## config.mk

```make
export PLATFORM = sky130hd
export DESIGN_NAME = sipo_rx_shift_reg
export DESIGN_NICKNAME = d
export VERILOG_FILES = /design/src/rtl/sipo_rx_shift_reg.sv
export SDC_FILE = /design/constraint.sdc
export NUM_CORES = 1
export LEC_CHECK = 0
export CELL_PAD_IN_SITES_DETAIL_PLACEMENT = 2
export CELL_PAD_IN_SITES_GLOBAL_PLACEMENT = 2
export CORE_MARGIN = 3
export CORE_UTILIZATION = 28
export CTS_CLUSTER_DIAMETER = 120
export DETAILED_ROUTE_END_ITERATION = 10
export PLACE_DENSITY_LB_ADDON = 0.08
export SLEW_MARGIN = 30
export SYNTH_ARGS = -nofsm -noshare
export SYNTH_HDL_FRONTEND = slang
export SYNTH_SLANG_ARGS = --single-unit
```

## constraint.sdc

```tcl
create_clock -name clk -period 2.9 [get_ports clk]
set_clock_uncertainty 0.2 [all_clocks]
set_input_delay 0.725 -clock clk [delete_from_list [all_inputs] [get_ports clk]]
set_output_delay 0.725 -clock clk [all_outputs]
set_load 0.03 [all_outputs]
```

## src/rtl/sipo_rx_shift_reg.sv

```systemverilog
// Serial-in/parallel-out receiver: assembles WIDTH-bit words MSB- or LSB-first and hands them
// to a consumer through a one-deep valid/ready holding register with a sticky overrun flag.
module sipo_rx_shift_reg #(
   parameter int unsigned WIDTH = 8,
   localparam int unsigned CNT_W = $clog2(WIDTH)
) (
   input  logic             clk,
   input  logic             rst_a,
   input  logic             sin,
   input  logic             sin_valid,
   input  logic             lsb_first,
   input  logic             frame_start,
   output logic [WIDTH-1:0] dout,
   output logic             dout_valid,
   input  logic             dout_ready,
   output logic             overrun,
   input  logic             ovr_clr,
   output logic             busy,
   output logic [CNT_W-1:0] bit_cnt
);

   typedef enum logic [0:0] {StIdle, StCollect} state_e;

   state_e             state_q;
   logic               dir_q;
   logic [WIDTH-1:0]   shreg_q;
   logic [CNT_W-1:0]   bit_cnt_q;
   logic [WIDTH-1:0]   dout_q;
   logic               dout_valid_q;
   logic               overrun_q;
   logic               busy_q;

   logic               new_word;
   logic               dir_d;
   logic [WIDTH-1:0]   shreg_base;
   logic [WIDTH-1:0]   shreg_d;
   logic [CNT_W-1:0]   bit_idx;
   logic [CNT_W-1:0]   bit_cnt_d;
   logic               last_bit;
   logic               complete;
   logic               accept;
   logic               drop;

   // A bit taken in IDLE, or alongside frame_start, opens a fresh word and re-latches direction.
   always_comb begin
      new_word   = frame_start | (state_q == StIdle);
      dir_d      = new_word ? lsb_first : dir_q;
      shreg_base = frame_start ? '0 : shreg_q;
      shreg_d    = dir_d ? {sin, shreg_base[WIDTH-1:1]} : {shreg_base[WIDTH-2:0], sin};
      bit_idx    = new_word ? '0 : bit_cnt_q;
      last_bit   = (bit_idx == CNT_W'(WIDTH - 1));
      bit_cnt_d  = last_bit ? '0 : bit_idx + 1'b1;
      complete   = sin_valid & last_bit;
      accept     = complete & (~dout_valid_q | dout_ready);
      drop       = complete & ~accept;
   end

   always_ff @(posedge clk or negedge rst_a) begin
      if (!rst_a) begin
         state_q      <= StIdle;
         dir_q        <= 1'b0;
         shreg_q      <= '0;
         bit_cnt_q    <= '0;
         dout_q       <= '0;
         dout_valid_q <= 1'b0;
         overrun_q    <= 1'b0;
         busy_q       <= 1'b0;
      end else begin
         if (sin_valid) begin
            dir_q     <= dir_d;
            shreg_q   <= shreg_d;
            bit_cnt_q <= bit_cnt_d;
            busy_q    <= (bit_cnt_d != '0);
            state_q   <= last_bit ? StIdle : StCollect;
         end else if (frame_start) begin
            bit_cnt_q <= '0;
            busy_q    <= 1'b0;
            state_q   <= StIdle;
         end

         // Completion may refill the holder on the same edge the consumer empties it.
         if (accept) begin
            dout_q       <= shreg_d;
            dout_valid_q <= 1'b1;
         end else if (dout_valid_q && dout_ready) begin
            dout_valid_q <= 1'b0;
         end

         if (drop) begin
            overrun_q <= 1'b1;
         end else if (ovr_clr) begin
            overrun_q <= 1'b0;
         end
      end
   end

   assign dout       = dout_q;
   assign dout_valid = dout_valid_q;
   assign overrun    = overrun_q;
   assign busy       = busy_q;
   assign bit_cnt    = bit_cnt_q;

   a_idle_cnt : assert property (@(posedge clk) disable iff (!rst_a)
      (state_q == StIdle) == (bit_cnt_q == '0));

   a_dout_stable : assert property (@(posedge clk) disable iff (!rst_a)
      (dout_valid_q && !dout_ready) |=> $stable(dout_q) && dout_valid_q);

endmodule

```

# Word level (Yosys, flattened, before mapping)
# Cells that the tools add are included.
totals:
  register_bits: 24
op_classes:
  n_reduce_logical: 5
  n_mux: 15
  n_addsub: 1
  eq_ne: 1
  n_bitwise: 8
op_table:
  columns: ["op", "n"]
  rows:
  - ["two-way mux 8 bit", 2]
  - ["two-way mux 3 bit", 4]
  - ["two-way mux 1 bit", 9]
  - ["nonzero test 2 bit", 3]
  - ["adder 3 x 1 -> 3 bit (second input constant)", 1]
  - ["bitwise AND 1 bit", 3]
  - ["== test 3 bit (second input constant)", 1]
  - ["NOT 1 bit", 3]
  - ["nonzero test 3 bit", 1]
  - ["bitwise OR 1 bit", 2]
  - ["logical AND 1 bit", 1]

# Depth between registers and ports, before layout
# Gate-level depths: netlist of run 1.
logic_depth:
  depth_word: 9
  ltp_mapped: 9

# Least setup slack after synthesis of run 1
# OpenSTA, ideal clock, no wires.
synth_path:
  path_kind: "input port to flip-flop"
  startpoint: "in frame_start"
  endpoint: "reg dout_q[1], in the netlist dout[1]"
  path_slack_ns: 0.343
  required_time_ns: 2.575
  arrival_ns: 2.232
  stages: 9
  setup_time_ns: 0.125
  path_cell_list: "clkbuf_1 -> nor2b_1 -> and2_1 -> ha_1 -> ha_1 -> and2_1 -> and2_1 -> buf_2 -> mux2_2"
synth_via:
  elab_chain_cells: 5
synth_rtl:
  columns: ["item", "line_no", "rtl"]
  rows:
  - ["from (decl)", "12", "input logic frame_start,"]
  - ["bitwise OR 1 bit", "46", "new_word = frame_start | (state_q == StIdle);"]
  - ["two-way mux 3 bit", "50", "bit_idx = new_word ? '0 : bit_cnt_q;"]
  - ["== test 3 bit", "51", "last_bit = (bit_idx == CNT_W'(WIDTH - 1));"]
  - ["bitwise AND 1 bit", "53", "complete = sin_valid & last_bit;"]
  - ["bitwise AND 1 bit", "54", "accept = complete & (~dout_valid_q | dout_ready);"]
  - ["to (signal assigned)", "83", "dout_q <= shreg_d;"]
  - ["to (decl)", "28", "logic [WIDTH-1:0] dout_q;"]
# Parallel ways exist; a longest one is shown, timed or not.
# A chain may end at the register's enable or synchronous reset.

# Final worst setup path of run 1
layout_path:
  startpoint: "in frame_start"
  endpoint: "reg dout_q[4], in the netlist dout[4]"
# The elaborated chain is that of the path after synthesis.

==> impl_metrics.json, run 1 <==
{
  "insertedDiodeCount": 0,
  "nets": 137,
  "overflow": 0,
  "setup_viol": 0,
  "cp_data_arrival_time_ps": 2660,
  "core_mm2": 0.00380,
  "whs_endpoint": "dout[6]",
  "die_h_um": 69.9,
  "crit_path_end_kind": "register",
  "ant_nets": 0,
  "maxSlewViolCount": 0,
  "clock-sinks": 23,
  "rows": 22,
  "place_ws_ps": -227,
  "synth_async_sr_flop_share_pct": 100,
  "wl_per_cell_um": 15.7,
  "synth_top_area_share_pct": 50.3,
  "grt_max_degree": 24,
  "initial_core_util_pct": 30.1,
  "synth_top_cell_by_area": "dfrtp_1",
  "via_count": 821,
  "layout_min_cycle_time_ps": 2710,
  "avgSynthCellArea_um2": 11.8,
  "r2r_slack_ps": 700,
  "cts_buffers": 3,
  "fp.dieArea_mm2": 0.00489,
  "synth_nets": 107,
  "status": "completed",
  "whs_path_depth": 1,
  "synth_seq_cells": 23,
  "portBuffers": 21,
  "drv_cap": 0,
  "relSlewSlack_pct": 76.1,
  "finalHoldViolations": 0,
  "synth_cell_types": 23,
  "drive_gt1_share_pct": 23.0,
  "first_global_vias": 937,
  "synth_edf_count": 0,
  "ir_drop_v": 0.000315,
  "r2r_cells": 7,
  "clkLatencyLatePin_ps": 260,
  "max_freq_ghz": 0.369,
  "synthTopCellsByCount": "dfrtp_1, mux2_2, nand2b_1",
  "drc": 0,
  "avgViaCountPerCell": 4.72,
  "start_kind": "primary input",
  "areaGrowthSynthToFinish_pct": 31.0,
  "hp-start": "dout[6]",
  "die_w_um": 69.9,
  "synthFlopType": "dfrtp_1",
  "htreeDepth": 1,
  "design_area_mm2": 0.00150,
  "ctsHoldBuffers": 0,
  "routabilityCongestion": 0.699,
  "seq_area_frac_synth_pct": 50.3,
  "yosys_warnings": 0,
  "whs_ps": 315,
  "wl_um": 2730,
  "r2r_start": "state_q",
  "p_leak_nw": 0.696,
  "yosysMostFrequentCell": "dfrtp_1",
  "root_buffer": "clkbuf_8",
  "crit_required_ps": 2850,
  "grt_pass1_wl_um": 4730,
  "fillCellCount": 415,
  "finalSetupTns_ps": 0,
  "post-route-period-util_pct": 93.5,
  "io-pin-count": 22,
  "final_util_pct": 39.4,
  "place_area_mm2": 0.00145,
  "finalWorstSetupSlack_ps": 189,
  "antenna_found_initial": 0,
  "dr.first_iter.drc_count": 10,
  "grt_use_total_pct": 12.3,
  "clk_pin_slew_worst_paths_ps": 80,
  "cts_tree": "done",
  "power.density_mw_per_mm2": 434,
  "detailed_place_hpwl_um": 2050,
  "path_class": "primary input to register",
  "ys_top_cells_by_area": "dfrtp_1, mux2_2, mux2i_1, nand2b_1, a31oi_1",
  "cts.path.max_buffers": 2,
  "crit_fanout": 7,
  "synth_cells": 97,
  "synth_area_mm2": 0.00114,
  "worstMarginPinSlew_ps": 358,
  "rsz0062_at_grt": "no",
  "r2r-end": "dout[4]",
  "hp-class": "register to register",
  "firstDrtPassIters": 2,
  "cts_setup_buffers": 0
}
state kept, by name, summed over array words and instances (netlist names):
| name | cells |
|---|---|
| shreg_q | 8 |
| state_q | 1 |
| overrun | 1 |
| dout | 8 |
| dir_q | 1 |
| dout_valid | 1 |
| bit_cnt | 3 |
metrics by stage:
stage	power, mW	cells
after floorplan	0.413	97
final	0.649	174
after global placement	0.456	170
after CTS	0.663	174
after detailed placement	0.458	170
after global routing	0.692	174
critical path, stage by stage:
cell             delay, ps
clkdlybuf4s50_1        580
nor2b_1                 90
and2_1                 160
ha_1                   180
ha_1                   190
and2_1                 170
and2_2                 260
mux2_2                 290
cells in the final DEF (no fill, tap or decap), types with 2 or more instances in the layout:
cell type / n
and2_1: 2
dfrtp_1: 23
o21ai_0: 2
nand2_1: 6
mux2_2: 14
inv_1: 3
or2b_1: 2
ha_1: 2
nand2b_1: 11
buf_4: 9
a31oi_1: 6
nor2_1: 4
clkbuf_8: 3
clkdlybuf4s50_1: 21
a21oi_1: 2
mux2i_1: 7
power by group:
group / internal [mW] / switching [mW] / total [mW] / leakage, nW
Sequential: 0.335 / 0.0131 / 0.348 / 0.307
Clock: 0.0980 / 0.101 / 0.199 / 0.0228
Combinational: 0.0526 / 0.0498 / 0.102 / 0.366
layout make-up:
cell class / instances / area [um2] / share of cell area (%)
timing repair buffer: 30 / 278 / 18.5
tap: 48 / 60.1 / 4.01
clock buffer: 4 / 45.0 / 3.01
multi-input combinational: 66 / 528 / 35.3
sequential: 23 / 576 / 38.4
inverter: 3 / 11.3 / 0.752
per-layer routing:
layer  vias up  part of all wire, %  GRT usage (%)
met4         0                 0.88           3.19
met5         -                    0              0
met1       413                   49           16.3
li1        392                    -              -
met3         2                  3.4           3.74
met2        14                   47           19.6
worst max path at each step:
stage,depth (start not counted),slack [ps],from,end
after floorplan,9,340,frame_start,dout[1]
after global placement,8,-150,frame_start,dout[5]
after detailed placement,8,-230,frame_start,dout[4]
after CTS,8,40,frame_start,dout[5]
after global routing,8,70,frame_start,dout[5]
final,8,190,frame_start,dout[4]
cell families after synthesis:
kind of cell    after synthesis  synth area share [%]
flops                        23                  50.3
simple gates                 30                  15.1
buf+inv                       8                  3.61
fa+ha+maj                     2                  2.19
compound gates               11                  5.58
mux                          23                  23.2
what timing repair did:
item,CTS,global route
resized for setup,0,1
hold endpoints to repair,0,0
endpoints found under the setup margin,0,6
Power figures use the tool's default switching activity.
==> run 2, diff against run 1 <==
==> constraint.sdc (replaced) <==
create_clock -name clk -period 2.9 [get_ports clk]
set_clock_uncertainty 0.2 [all_clocks]
set_input_delay 0.29 -clock clk [delete_from_list [all_inputs] [get_ports clk]]
set_output_delay 0.29 -clock clk [all_outputs]
set_load 0.03 [all_outputs]
==> run 2 against run 1 <==
- core utilization down 1.2 points
- sequential share of layout area increased by 1.2 points
- critical path depth unchanged
- largest cell class unchanged
- combinational power fell by 4%
- setup slack gained 300 ps
==> impl_metrics.json, run 2 (synthesis gave the netlist of run 1 again) <==
{
  "status": "completed",
  "r2r_slack_ps": 510,
  "maxSlewViolCount": 0,
  "layout_min_cycle_time_ps": 2410,
  "r2r_cells": 7,
  "wl_per_cell_um": 15.7,
  "r2r_start": "state_q",
  "start_kind": "primary input",
  "nets": 131,
  "die_h_um": 69.9,
  "met1_usage_pct": 15.4,
  "finalSetupTns_ps": 0,
  "mostFrequentLayoutCell": "dfrtp_1",
  "ir_drop_v": 0.000184,
  "insertedDiodeCount": 0,
  "cts_setup_buffers": 0,
  "via_count": 801,
  "cp_data_arrival_time_ps": 2360,
  "avgViaCountPerCell": 4.77,
  "cts.path.max_buffers": 2,
  "p_leak_nw": 0.665,
  "firstDrtPassIters": 4,
  "wl_um": 2640,
  "die_w_um": 69.9,
  "io-pin-count": 22,
  "cts_buffers": 3,
  "use_met2_pct": 19.8,
  "grt_use_total_pct": 12.1,
  "portBuffers": 21,
  "post-route-period-util_pct": 83.1,
  "routabilityCongestion": 0.702,
  "cts_tree": "done",
  "clock-sinks": 23,
  "grt_max_degree": 24,
  "setup_viol": 0,
  "drive_gt1_share_pct": 18.3,
  "antenna_found_initial": 0,
  "crit_path_end_kind": "register",
  "ctsHoldBuffers": 0,
  "fp.dieArea_mm2": 0.00489,
  "totalPowerFinal_mw": 0.649,
  "rsz0062_at_grt": "no",
  "initial_core_util_pct": 30.1,
  "crit_required_ps": 2850,
  "htreeDepth": 1,
  "clkLatencyLatePin_ps": 260,
  "grt_use_met3_pct": 2.59,
  "finalWorstSetupSlack_ps": 491,
  "crit_fanout": 8,
  "ctsResizeCount": 0,
  "drc": 0,
  "crit_path_end": "dout[6]",
  "startpoint": "frame_start",
  "top_usage_layer": "met2",
  "power.density_mw_per_mm2": 447,
  "rows": 22,
  "final_cell_mix": "dfrtp_1, clkdlybuf4s50_1, mux2_2",
  "hp-class": "primary input to async pin",
  "core_mm2": 0.00380,
  "clk_pin_slew_worst_paths_ps": 80,
  "path_class": "primary input to register",
  "ant_nets": 0,
  "first_global_vias": 919,
  "drv_cap": 0,
  "root_buffer": "clkbuf_8",
  "detailed_place_hpwl_um": 2000,
  "grt_pass1_wl_um": 4620,
  "relSlewSlack_pct": 74.3,
  "r2r-end": "dout[6]",
  "finalHoldViolations": 0,
  "max_freq_ghz": 0.415,
  "place_ws_ps": 150,
  "areaGrowthSynthToFinish_pct": 26.9,
  "dr.first_iter.drc_count": 26,
  "worstMarginPinSlew_ps": 386,
  "overflow": 0
}
run 2: worst min path at each step:
stage	endpoint	slack (ps)	cells after the start
floorplan	bit_cnt[0]	-210	0
global placement	shreg_q[3]	290	1
detailed placement	dout[2]	300	1
CTS	shreg_q[0]	190	2
global route	bit_cnt[2]	220	2
finish	bit_cnt[2]	180	2
run 2: metal layers:
layer | share of wire [%] | wire length, um
met1 | 44 | 1170
met2 | 51 | 1350
met3 | 2.8 | 75
met4 | 1.6 | 43
met5 | 0 | 0
run 2: layout make-up:
class / count / area (um2)
clock buffer: 4 / 45.0
fill: 429 / 2350
inverter: 3 / 11.3
multi-input combinational: 66 / 527
sequential: 23 / 576
tap: 48 / 60.1
timing repair buffer: 24 / 233
run 2: per-stage QoR:
step	util (%)	instances	hold WS (ps)	instance area, um2
2_1_floorplan	-	97	-206	1140
6_report	38.2	168	179	1450
3_5_place_dp	37.0	164	298	1410
3_3_place_gp	37.0	164	293	1410
5_1_grt	38.2	168	217	1450
4_1_cts	38.2	168	192	1450
run 2: worst max-delay path: stages:
cell	delay [ps]
clkdlybuf4s50_1	490
nor2b_1	190
and2_1	150
ha_1	140
ha_1	180
and2_1	180
and2_1	360
mux2_2	380
run 2: power breakdown:
part	total, mW	switching (mW)	internal (mW)
registers	0.348	0.0134	0.335
clock network	0.203	0.105	0.0981
logic	0.0977	0.0480	0.0497
